## config.mk

```make
export PLATFORM = sky130hd
export DESIGN_NAME = lv_owt_tx_ctrl
export DESIGN_NICKNAME = d
export VERILOG_FILES = /design/src/rtl/lv_owt_tx_ctrl.sv
export SDC_FILE = /design/constraint.sdc
export NUM_CORES = 1
export LEC_CHECK = 0
export ABC_AREA = 1
export BUFFER_PORTS_ARGS = -buffer_cell sky130_fd_sc_hd__buf_4
export CAP_MARGIN = 20
export CORE_MARGIN = 2
export CORE_UTILIZATION = 45
export DETAILED_ROUTE_END_ITERATION = 8
export SLEW_MARGIN = 10
export SYNTH_ARGS = -nofsm -noshare
export SYNTH_HDL_FRONTEND = slang
export SYNTH_SLANG_ARGS = --single-unit
export TNS_END_PERCENT = 1
```

## constraint.sdc

```tcl
create_clock -name i_clk -period 3.5 [get_ports i_clk]
set_input_delay 0.35 -clock i_clk [delete_from_list [all_inputs] [get_ports i_clk]]
set_output_delay 0.35 -clock i_clk [all_outputs]
set_load 0.01 [all_outputs]
```

## src/rtl/lv_owt_tx_ctrl.sv

```systemverilog
// lv_owt_tx_ctrl: LV->HV one-wire frame transmitter with CRC8 and response wait.
// crc8_serial: bit-serial CRC8 (x^8+x^2+x+1, init 0, MSB first).
module crc8_serial (
   input  logic       i_clk,
   input  logic       i_rst_n,
   input  logic       i_vld,
   input  logic       i_data,
   input  logic       i_new_calc,
   output logic [7:0] o_crc
);
   logic [7:0] base;
   logic       fb;
   always_comb begin
      base = i_new_calc ? 8'h00 : o_crc;
      fb   = base[7] ^ i_data;
   end
   always_ff @(posedge i_clk or negedge i_rst_n)
      if (!i_rst_n) o_crc <= 8'h00;
      else if (i_vld) o_crc <= {base[6:0], 1'b0} ^ (fb ? 8'h07 : 8'h00);
endmodule

module lv_owt_tx_ctrl #(
   parameter int OWT_EXT_CYC_NUM  = 8,
   parameter int OWT_SYNC_BIT_NUM = 12,
   parameter int OWT_TAIL_BIT_NUM = 4,
   parameter int OWT_CMD_BIT_NUM  = 8,
   parameter int OWT_DATA_BIT_NUM = 8,
   parameter int OWT_CRC_BIT_NUM  = 8,
   parameter int OWT_RSP_TMO_CYC  = 2048
) (
   input  logic       i_clk,
   input  logic       i_rst_n,
   input  logic       i_owt_tx_req,
   input  logic [7:0] i_owt_tx_cmd,
   input  logic [7:0] i_owt_tx_data,
   output logic       o_owt_tx_busy,
   output logic       o_owt_tx_ack,
   output logic       o_owt_rsp_tmo,
   output logic [7:0] o_owt_tx_cmd_lock,
   input  logic       i_owt_rx_ack,
   output logic       o_lv_hv_owt_tx
);
   localparam int TW = ($clog2(OWT_RSP_TMO_CYC) > 12) ? $clog2(OWT_RSP_TMO_CYC) : 12;
   localparam int CW = (OWT_EXT_CYC_NUM > 1) ? $clog2(OWT_EXT_CYC_NUM) : 1;

   typedef enum logic [2:0] {S_IDLE, S_HEAD, S_STAIL, S_CMD, S_DATA, S_CRC, S_ETAIL, S_WAIT} state_t;

   state_t        state, state_d;
   logic [CW-1:0] chip, chip_d;
   logic [7:0]    idx, idx_d, len;
   logic [TW-1:0] tmo_cnt;
   logic [7:0]    data_q, crc_q, crc_out, cbyte, fbyte, fsh, csh;
   logic          wrap, last, in_frame, accept, tmo_hit, rsp_done, line_d, crc_vld, crc_new;

   always_comb begin
      len = (state == S_HEAD) ? 8'(2 * OWT_SYNC_BIT_NUM) :
            (state == S_STAIL || state == S_ETAIL) ? 8'(OWT_TAIL_BIT_NUM) :
            (state == S_CMD) ? 8'(2 * OWT_CMD_BIT_NUM) :
            (state == S_DATA) ? 8'(2 * OWT_DATA_BIT_NUM) : 8'(2 * OWT_CRC_BIT_NUM);
      in_frame = state != S_IDLE && state != S_WAIT;
      wrap     = chip == CW'(OWT_EXT_CYC_NUM - 1);
      last     = in_frame && wrap && idx == len - 8'd1;
      accept   = state == S_IDLE && i_owt_tx_req;
      tmo_hit  = tmo_cnt == TW'(OWT_RSP_TMO_CYC - 1);
      rsp_done = state == S_WAIT && (i_owt_rx_ack || tmo_hit);
      state_d  = accept ? S_HEAD : rsp_done ? S_IDLE : last ? state_t'(state + 3'd1) : state;
      chip_d   = (!in_frame || wrap) ? '0 : chip + 1'b1;
      idx_d    = (!in_frame || last) ? 8'h00 : idx + 8'(wrap);
      // Line is registered from next-state values so it changes exactly at chip boundaries.
      cbyte    = (state == S_CRC) ? crc_q : crc_out;
      fbyte    = (state_d == S_CMD) ? o_owt_tx_cmd_lock : (state_d == S_DATA) ? data_q :
                 (state_d == S_CRC) ? cbyte : 8'h00;
      fsh      = fbyte << idx_d[3:1];
      line_d   = (state_d == S_STAIL || state_d == S_ETAIL) ? (idx_d < 8'(OWT_TAIL_BIT_NUM / 2)) :
                 (state_d inside {S_HEAD, S_CMD, S_DATA, S_CRC}) ? fsh[7] ^ idx_d[0] : 1'b0;
      csh      = ((state == S_CMD) ? o_owt_tx_cmd_lock : data_q) << idx[3:1];
      crc_vld  = (state == S_CMD || state == S_DATA) && !idx[0] && chip == '0;
      crc_new  = crc_vld && state == S_CMD && idx == 8'h00;
   end

   crc8_serial u_crc (
      .i_clk      (i_clk),
      .i_rst_n    (i_rst_n),
      .i_vld      (crc_vld),
      .i_data     (csh[7]),
      .i_new_calc (crc_new),
      .o_crc      (crc_out)
   );

   always_ff @(posedge i_clk or negedge i_rst_n) begin
      if (!i_rst_n) begin
         state             <= S_IDLE;
         chip              <= '0;
         idx               <= 8'h00;
         tmo_cnt           <= '0;
         data_q            <= 8'h00;
         crc_q             <= 8'h00;
         o_owt_tx_cmd_lock <= 8'h00;
         o_lv_hv_owt_tx    <= 1'b0;
         o_owt_tx_ack      <= 1'b0;
         o_owt_rsp_tmo     <= 1'b0;
         o_owt_tx_busy     <= 1'b0;
      end else begin
         state          <= state_d;
         chip           <= chip_d;
         idx            <= idx_d;
         tmo_cnt        <= (state == S_WAIT) ? tmo_cnt + 1'b1 : '0;
         if (accept) begin
            o_owt_tx_cmd_lock <= i_owt_tx_cmd;
            data_q            <= i_owt_tx_data;
         end
         if (state == S_DATA && state_d == S_CRC) crc_q <= crc_out;
         o_lv_hv_owt_tx <= line_d;
         o_owt_tx_ack   <= rsp_done;
         o_owt_rsp_tmo  <= rsp_done && !i_owt_rx_ack;
         o_owt_tx_busy  <= state_d != S_IDLE || rsp_done;
      end
   end
endmodule

```

==> flow_summary.yaml, run 1 <==
run_status:
  status: "completed"
floorplanning:
  die_area_um2: 8600
  initial_core_util_pct: 46.1
  die_w_um: 92.7
  die_h_um: 92.7
  io_pins: 32
  core.rowCount: 32
  coreArea_um2: 7690
worst_setup_path:
  worstReg2RegEnd: "o_lv_hv_owt_tx$_DFF_PN0_"
  crit_path_end_kind: "flop"
  worstPathCellList: "ha_1, ha_1, inv_2, nand2_2, nor2_2, nand2_4, nor2_8, nand2_1, nand3_2, inv_2, nand4_2, o21ai_0, nand2_1, nand3_1, nand3_2, nand2_1, nand2_1, nand3_1, nand2_1"
  reg2reg_from: "state[0]$_DFF_PN0_"
  cpMostUsedCell: "nand2_1"
  ff2ff_path_depth: 19
  path_max_fanout: 10
  ff2ff_setup_slack_ns: 0.57
  cp.arrival_ns: 3.17
  crit_path_end: "o_lv_hv_owt_tx$_DFF_PN0_"
  crit_type: "reg -> reg"
  startpoint: "state[0]$_DFF_PN0_"
  worst_ep_required_time_ns: 3.74
  max_stage_delay_ns: 0.41
  cp-start-kind: "flop"
  crit_slowest_cell: "dfrtp_1"
power_and_ir_drop:
  peakVddDrop_mv: 0.235
  switching_share_pct: 32.3
  power_frac_seq_pct: 44.0
  p_leak_nw: 2.01
  pwr-share-comb_pct: 24.1
  clockPowerShare_pct: 31.8
  internal_power_w: 0.00138
  switching_power_w: 0.000659
  powerDensity_nw_per_um2: 500
route:
  wl_per_cell_um: 13.4
  vias_per_cell: 5.05
  first_iter_violations: 136
  vias: 2959
  ant_nets: 0
  drcViolationCount: 0
  wirelength_um: 7880
  first_pass_iters: 4
job:
  cap_viol_max_count: 0
cells_and_area:
  areaGrowthSynthToFinish_pct: 15.3
  stdcell_count: 586
  final_common_cell: "nand2_1"
  nets: 511
  final_cell_mix: "82 x nand2_1, 65 x nor2_1, 62 x dfrtp_1"
  drive_above_1_share_pct: 18.6
  post-route-util_pct: 53.1
  diodes: 0
sta:
  worst_slew_pin_slew_ns: 0.787
  layout_min_cycle_time_ns: 2.93
  grt_setup_unrepaired: "no"
  fin_tns_setup_ns: 0
  slew_headroom_pct: 47.5
  setup_viol: 0
  fin_skew_ns: 0.0107
  finalMaxSlewViolations: 0
  finalWorstSetupSlack_ns: 0.569
  timing.fmax_mhz: 341
  hold_viol_final: 0
  period_share_pct: 83.8
yosys:
  synth_area_per_cell_um2: 8.00
  ys_ff_latch: 62
  ys_seq_area_share_pct: 43.8
  yosysUniqueCellTypes: 42
  ys_warn_count: 0
  synth_cells: 443
  synth_area_um2: 3540
  syn_nets: 475
clock_network:
  post_cts_buffers: 0
  cts-resized-gates: 0
  cts_hold_buf: 0
  cts_num_sinks: 62
  insertion_delay_ns: 0.35
  cts-root-buf: "clkbuf_8"
  clk_pin_slew_ns: 0.07
  tritoncts: "yes"
  clk_path_buf_depth: 2
  cts-htree-levels: 3
  cts_buffers: 9
placed_design:
  place_congestion: 0.847
  hpwl_um: 5910
  place_ws_ns: 0.612
  io_buffers: 31
  dp_cells: 570
grt:
  grt_max_degree: 63
  grt_antenna_before_repair: 0
  grt_usage_pct: 19.6
  grt_pass1_vias: 2738
  grt_pass1_wl_um: 13300
  grt_remaining_overflow: 0
worst_hold_path:
  hold_path_class: "in -> async"
cell type report:
cell class | count | area [um2]
well taps | 102 | 128
multi-input cells | 316 | 1740
fillers | 784 | 3600
inverters | 57 | 214
flip-flops and latches | 62 | 1550
repair buffers | 33 | 248
clock inverters | 3 | 42.5
clock buffers | 13 | 159
registers in the layout, indices dropped and copies added (netlist names):
name,flops
chip,3
o_lv_hv_owt_tx,1
o_owt_rsp_tmo,1
data_q,8
o_owt_tx_ack,1
o_owt_tx_cmd_lock,8
u_crc.o_crc,8
state,3
tmo_cnt,12
crc_q,8
idx,8
o_owt_tx_busy,1
cells in the mapped netlist (all sizes together):
cell type | n | share of area [%]
nand2 | 91 | 11
nor2 | 75 | 9.7
dfrtp | 62 | 44
inv | 55 | 5.8
a21oi | 34 | 4.8
nand3 | 34 | 6.1
o21ai | 31 | 4.5
ha | 12 | 4.2
nor3 | 8 | 1.4
nand4 | 6 | 1.2
a211oi | 5 | 1.1
clkbuf | 5 | 0.53
mux2 | 5 | 1.6
buf | 3 | 0.46
clkinv | 2 | 0.21
nor4 | 2 | 0.53
o21a | 2 | 0.42
o21bai | 2 | 0.74
xor2 | 2 | 0.49
and2 | 1 | 0.18
and3 | 1 | 0.18
o211ai | 1 | 0.21
o311a | 1 | 0.28
o311ai | 1 | 0.25
o31ai | 1 | 0.21
or2 | 1 | 0.18
power by group through the flow:
stage / Clock [W] / Sequential [W] / Combinational (W)
after floorplan: 0 / 0.000907 / 0.000301
after global placement: 0 / 0.000911 / 0.000488
after detailed placement: 0 / 0.000914 / 0.000493
after CTS: 0.000670 / 0.000901 / 0.000496
after global routing: 0.000697 / 0.000917 / 0.000556
final: 0.000650 / 0.000900 / 0.000493
layer usage:
layer  vias up  GRT usage (%)  part of all wire (%)
li1       1526              -                     -
met2        48           30.9                    46
met1      1373           27.4                    49
met4         0           6.99                   1.4
met3        12           3.34                   3.2
met5         -              0                     0
logic make-up after synthesis:
group	Yosys count	share of synthesized area (%)
compound gates	78	12.5
flops	62	43.8
fa+ha+maj	12	4.24
xor+xnor	2	0.495
buf+inv	65	7.03
simple gates	219	30.4
mux	5	1.59
worst min path at each step:
stage	slack (ns)	startpoint	to
global placement	0.46	chip[0]$_DFF_PN0_	chip[0]$_DFF_PN0_
detailed placement	0.46	tmo_cnt[0]$_DFF_PN0_	tmo_cnt[0]$_DFF_PN0_
finish	0.07	i_rst_n	tmo_cnt[7]$_DFF_PN0_
floorplan	0.05	i_rst_n	chip[0]$_DFF_PN0_
CTS	0.12	i_rst_n	tmo_cnt[5]$_DFF_PN0_
global route	0.15	i_rst_n	tmo_cnt[3]$_DFF_PN0_
metrics by stage:
stage | hold WS, ns | cell area [um2] | power (W)
3_3_place_gp | 0.456 | 3880 | 0.00140
5_1_grt | 0.149 | 4080 | 0.00217
4_1_cts | 0.119 | 4080 | 0.00207
6_report | 0.0673 | 4080 | 0.00204
2_1_floorplan | 0.0544 | 3540 | 0.00121
3_5_place_dp | 0.457 | 3880 | 0.00141
critical path, delay by kind of cell, from the launching register on:
family	cells	cell delay, ns
adders and majority gates	2	0.59
DFF	1	0.41
and+or+nand+nor	14	1.26
AOI/OAI and AO/OA	1	0.25
buffers and inverters	2	0.31
Power figures use the tool's default switching activity.
==> run 2: changes to the inputs <==
Settings changed: ABC_AREA 1 to 0, PLACE_DENSITY set to 0.66.
Clock period 3.5 ns to 2.43 ns, I/O delays scaled along.
==> flow_summary.yaml, run 2 <==
grt:
  grt_usage_pct: 22.5
  grt_antenna_before_repair: 0
  grt_pass1_vias: 3150
  grt_max_degree: 63
  grt_pass1_wl_um: 14900
  grt_remaining_overflow: 0
cells_and_area:
  diodes: 0
  regMostFlops: "tmo_cnt"
  nFillCells: 630
  drive_above_1_share_pct: 42.7
  final_common_cell: "buf_4"
  nets: 512
  post-route-util_pct: 64.8
  largest_register_ffs: 12
  final_cell_mix: "128 x buf_4, 79 x nand2_1, 60 x dfrtp_1"
  areaGrowthSynthToFinish_pct: 41.4
  final_area_um2: 4930
sta:
  slew_headroom_pct: 48.0
  finalWorstSetupSlack_ns: -0.609
  grt_setup_unrepaired: "yes"
  worst_slew_pin_slew_ns: 0.780
  hold_viol_final: 14
  timing.fmax_mhz: 329
  period_share_pct: 125
  setup_viol: 12
  fin_skew_ns: 0.00750
  hold_ws_ns: -0.0107
  finalMaxSlewViolations: 0
  layout_min_cycle_time_ns: 3.04
power_and_ir_drop:
  p_leak_nw: 2.41
  powerDensity_nw_per_um2: 654
  peakVddDrop_mv: 0.405
route:
  vias: 3039
  drcViolationCount: 0
  wl_per_cell_um: 15.3
  first_iter_violations: 137
  ant_nets: 0
  vias_per_cell: 5.18
  wirelength_um: 8980
  first_pass_iters: 4
yosys:
  synthFlopType: "dfrtp_1"
  ys_seq_area_share_pct: 44.5
  synth_area_per_cell_um2: 9.90
  synth-async-reset-ratio_pct: 100
  synth_top_area_cell: "dfrtp_1"
  synth-edff-count: 0
  yosysUniqueCellTypes: 63
  synth_cells: 352
  synth_area_um2: 3480
  synthTopCellsByArea: "dfrtp_1 45%, nand2_1 8.6%, mux2_2 4.8%"
  yosysMostFrequentCell: "nand2_1"
  synth_top_cell_area_share_pct: 44.5
  ys_warn_count: 0
  syn_nets: 384
  ys_ff_latch: 62
  synth_commonest_cells: "80 x nand2_1, 62 x dfrtp_1, 28 x nor2_1"
worst_setup_path:
  ff2ff_path_depth: 14
  cp-start-kind: "flop"
  crit_type: "reg -> reg"
  path_max_fanout: 4
  worstReg2RegEnd: "o_lv_hv_owt_tx$_DFF_PN0_"
  worst_ep_required_time_ns: 2.65
  crit_path_end_kind: "flop"
  reg2reg_from: "state[1]$_DFF_PN0_"
  cp.arrival_ns: 3.26
  ff2ff_setup_slack_ns: -0.61
placed_design:
  hpwl_um: 6550
  place_ws_ns: -0.773
  place_congestion: 0.922
  dpl_cell_area_um2: 4530
  io_buffers: 31
job:
  cap_viol_max_count: 0
floorplanning:
  die_area_um2: 8460
  coreArea_um2: 7610
  io_pins: 32
  die_h_um: 92.0
  initial_core_util_pct: 45.8
  core.rowCount: 32
  die_w_um: 92.0
clock_network:
  cts_buffers: 9
  clk_pin_slew_ns: 0.07
  clk_path_buf_depth: 2
  tritoncts: "yes"
  cts-root-buf: "clkbuf_8"
  insertion_delay_ns: 0.34
  cts-htree-levels: 3
  cts_num_sinks: 62
worst_hold_path:
  hold_path_class: "in -> async"
run_status:
  violations: "hold timing, setup timing"
  status: "finished with violations"
[run 2: report_power, final]
| group | internal, W | total, W | switching [W] |
|---|---|---|---|
| clock network | 0.000603 | 0.000999 | 0.000396 |
| registers | 0.00117 | 0.00130 | 0.000131 |
| logic | 0.000490 | 0.000922 | 0.000432 |
| total | 0.00226 | 0.00322 | 0.000959 |
[run 2: worst max-delay path by stage]
| stage | startpoint | end | slack (ns) | cells after the start |
|---|---|---|---|---|
| after floorplan | idx[5]$_DFF_PN0_ | o_lv_hv_owt_tx$_DFF_PN0_ | -0.54 | 11 |
| after global placement | state[1]$_DFF_PN0_ | o_lv_hv_owt_tx$_DFF_PN0_ | -0.69 | 13 |
| after detailed placement | state[1]$_DFF_PN0_ | o_lv_hv_owt_tx$_DFF_PN0_ | -0.77 | 12 |
| after CTS | state[0]$_DFF_PN0_ | o_lv_hv_owt_tx$_DFF_PN0_ | -0.58 | 12 |
| after global routing | chip[0]$_DFF_PN0_ | o_lv_hv_owt_tx$_DFF_PN0_ | -0.76 | 12 |
| final | state[1]$_DFF_PN0_ | o_lv_hv_owt_tx$_DFF_PN0_ | -0.61 | 14 |
[run 2: metal layers]
layer / GRT usage (%) / up-vias / part of all wire, %
met4: 6.84 / 0 / 2.3
met5: 0 / - / 0
met1: 29.8 / 1468 / 46
met3: 4.44 / 16 / 3.6
met2: 37.4 / 65 / 48
li1: - / 1490 / -
[run 2: what timing repair did]
item / in CTS / in global routing
gates cloned: 0 / 0
hold buffers: 0 / 0
setup buffers: 3 / 3
pin swaps: 13 / 3
hold endpoints to repair: 0 / 0
gates resized for setup: 16 / 10
setup endpoints to repair: 12 / 12
[run 2: area by class of cell]
cell class	count	area, um2	area share [%]
flip-flops and latches	62	1550	31.5
repair buffers	129	981	19.9
inverters	9	41.3	0.838
clock buffers	12	145	2.95
well taps	102	128	2.59
multi-input cells	269	2010	40.7
clock inverters	4	70.1	1.42
[run 2: logic make-up (layout without fill, tap and decap cells)]
family,count (synthesis),after routing,synth area share [%]
and+or+nand+nor,162,162,21.3
DFF,62,62,44.5
AOI/OAI and AO/OA,44,44,10.6
muxes,32,32,11.9
buffers and inverters,21,154,2.59
xor gates and xnor gates,19,19,4.78
adders and majority gates,12,12,4.31
[run 2: worst max-delay path: stages (launching register included)]
cell and delay [ns]:
dfrtp_2 0.42, inv_2 0.08, ha_4 0.16, nor2b_4 0.13, or3_4 0.37, a211oi_4 0.32
buf_4 0.18, nand3_1 0.13, a211oi_4 0.32, buf_4 0.19, a31oi_1 0.08, o2bb2ai_1 0.19
a32oi_2 0.09, xnor2_1 0.18, o22ai_2 0.08
[run 2: stage by stage]
stage / std cells / setup TNS, ns / total power (W) / hold slack [ns]
2_1_floorplan: 352 / -3.65 / 0.00179 / -0.0526
3_3_place_gp: 565 / -5.54 / 0.00216 / 0.368
3_5_place_dp: 565 / -6.16 / 0.00218 / 0.377
4_1_cts: 584 / -4.06 / 0.00320 / 0.0192
5_1_grt: 587 / -6.67 / 0.00343 / 0.0513
6_report: 587 / -5.26 / 0.00322 / -0.0107
==> run 3: changes to the inputs <==
--- a/config.mk
+++ b/config.mk
@@ -14,2 +14,3 @@
 export PLACE_DENSITY = 0.66
+export RECOVER_POWER = 50
 export SLEW_MARGIN = 10
@@ -18,2 +19,2 @@
 export SYNTH_SLANG_ARGS = --single-unit
-export TNS_END_PERCENT = 1
+export TNS_END_PERCENT = 50
--- a/constraint.sdc
+++ b/constraint.sdc
@@ -3,2 +3,2 @@
 set_output_delay 0.243 -clock i_clk [all_outputs]
-set_load 0.01 [all_outputs]
+set_load 0.02 [all_outputs]
==> flow_summary.yaml, run 3 (same netlist as run 2, synthesis figures left out) <==
run_status:
  status: "finished with violations"
  violations: "capacitance limit, slew limit, setup timing"
route:
  drcViolationCount: 0
  first_pass_iters: 4
  first_iter_violations: 138
  ant_nets: 0
  vias_per_cell: 5.30
  vias: 3116
  wirelength_um: 9200
  wl_per_cell_um: 15.7
grt:
  grt_remaining_overflow: 0
  grt_pass1_wl_um: 15500
  grt_usage_pct: 23.5
  grt_antenna_before_repair: 0
  grt_pass1_vias: 3282
  grt_max_degree: 63
clock_network:
  cts-root-buf: "clkbuf_8"
  insertion_delay_ns: 0.35
  clk_path_buf_depth: 2
  cts_num_sinks: 62
  cts-htree-levels: 3
  clk_pin_slew_ns: 0.07
  tritoncts: "yes"
  cts_buffers: 9
cells_and_area:
  largest_register_ffs: 12
  final-seq-area_um2: 1560
  multi_input_area_um2: 2050
  final_common_cell: "buf_4"
  final_cell_mix: "121 x buf_4, 79 x nand2_1, 59 x dfrtp_1"
  nFillCells: 618
  stdcell_count: 588
  drive_above_1_share_pct: 42.0
  nets: 514
  diodes: 0
  regMostFlops: "tmo_cnt"
  areaGrowthSynthToFinish_pct: 41.8
worst_setup_path:
  worst_ep_required_time_ns: 2.66
  ff2ff_setup_slack_ns: -0.57
  path_max_fanout: 5
  crit_path_end: "o_lv_hv_owt_tx$_DFF_PN0_"
  worstReg2RegEnd: "o_lv_hv_owt_tx$_DFF_PN0_"
  crit_path_end_kind: "flop"
  ff2ff_path_depth: 13
  crit_type: "reg -> reg"
  reg2reg_from: "state[1]$_DFF_PN0_"
  cp-start-kind: "flop"
  cp.arrival_ns: 3.23
  startpoint: "state[1]$_DFF_PN0_"
sta:
  finalWorstSetupSlack_ns: -0.572
  finalMaxSlewViolations: 63
  fin_tns_setup_ns: -3.89
  period_share_pct: 124
  setup_viol: 11
  fin_skew_ns: 0.0109
  hold_viol_final: 0
  worst_slew_pin_slew_ns: 1.52
  layout_min_cycle_time_ns: 3.00
  grt_setup_unrepaired: "yes"
  slew_headroom_pct: -1.44
  hold_ws_ns: 0.0550
  timing.fmax_mhz: 333
floorplanning:
  die_w_um: 92.0
  coreArea_um2: 7610
  io_pins: 32
  core.rowCount: 32
  initial_core_util_pct: 45.8
  die_h_um: 92.0
  die_area_um2: 8460
power_and_ir_drop:
  powerDensity_nw_per_um2: 641
  power.total_w: 0.00317
  p_leak_nw: 2.39
  peakVddDrop_mv: 0.429
job:
  cap_viol_max_count: 1
placed_design:
  dp_cells: 561
  io_buffers: 31
  hpwl_um: 6440
  place_congestion: 0.904
worst_hold_path:
  hold_path_class: "in -> reg"
  hp-start: "i_owt_rx_ack"
==> run 3: changes by cell type in the layout (fill, tap and decap cells not counted), moves of 2 or more <==
cell / previous run / this run
o21ai_1: 0 / 2
o21ai_0: 7 / 5
mux2_4: 0 / 8
clkbuf_1: 2 / 5
buf_4: 128 / 121
buf_6: 0 / 4
nand3_2: 2 / 0
mux2_2: 15 / 7
inv_2: 2 / 4
==> run 3: metrics by stage <==
step	setup WS, ns	util, %	cell area (um2)
6_report	-0.572	65.0	4940
5_1_grt	-0.693	65.0	4940
4_1_cts	-0.515	64.2	4880
3_5_place_dp	-0.748	59.2	4500
3_3_place_gp	-0.649	59.2	4500
2_1_floorplan	-0.542	-	3520
==> run 3: worst min-delay path by stage <==
stage / to / slack, ns / depth (start not counted)
floorplan: chip[0]$_DFF_PN0_ / -0.05 / 0
global placement: tmo_cnt[7]$_DFF_PN0_ / 0.37 / 1
detailed placement: tmo_cnt[7]$_DFF_PN0_ / 0.37 / 1
CTS: o_owt_rsp_tmo$_DFF_PN0_ / 0.04 / 2
global route: o_owt_rsp_tmo$_DFF_PN0_ / 0.04 / 2
finish: o_owt_rsp_tmo$_DFF_PN0_ / 0.05 / 2
==> run 3: timing repair <==
action / 4_1_cts / 5_1_grt
pin swaps: 17 / 2
buffers inserted: 8 / 4
endpoints found under the setup margin: 12 / 13
resized for setup: 33 / 10
endpoints found under the hold margin: 8 / 0
cloned: 0 / 0
hold buffers: 1 / 0
==> run 3: area by class of cell <==
type / instances / area share [%]
Multi-Input combinational cell: 269 / 41.4
Clock inverter: 4 / 0.962
Tap cell: 102 / 2.58
Clock buffer: 11 / 2.86
Sequential cell: 62 / 31.5
Inverter: 9 / 0.785
Timing Repair Buffer: 131 / 19.9
==> run 3: critical path, stage by stage, from the launching register on <==
cell,delay [ns]
dfrtp_2,0.44
inv_2,0.10
ha_2,0.18
nor2b_4,0.18
nand4b_1,0.13
buf_4,0.17
a2111oi_4,0.33
o21a_2,0.23
nand2_2,0.06
o31a_2,0.34
a211o_1,0.30
a32oi_2,0.19
xnor2_1,0.15
o22ai_2,0.08
==> run 3: per-layer routing <==
layer / GRT usage (%) / part of all wire, %
met1: 30.3 / 45
met3: 4.60 / 4.4
met4: 9.45 / 2.7
met5: 0 / 0
met2: 39.2 / 48
==> run 3: power by group <==
group	switching (W)	internal (W)
registers	0.000139	0.00117
logic	0.000471	0.000488
clock network	0.000405	0.000492
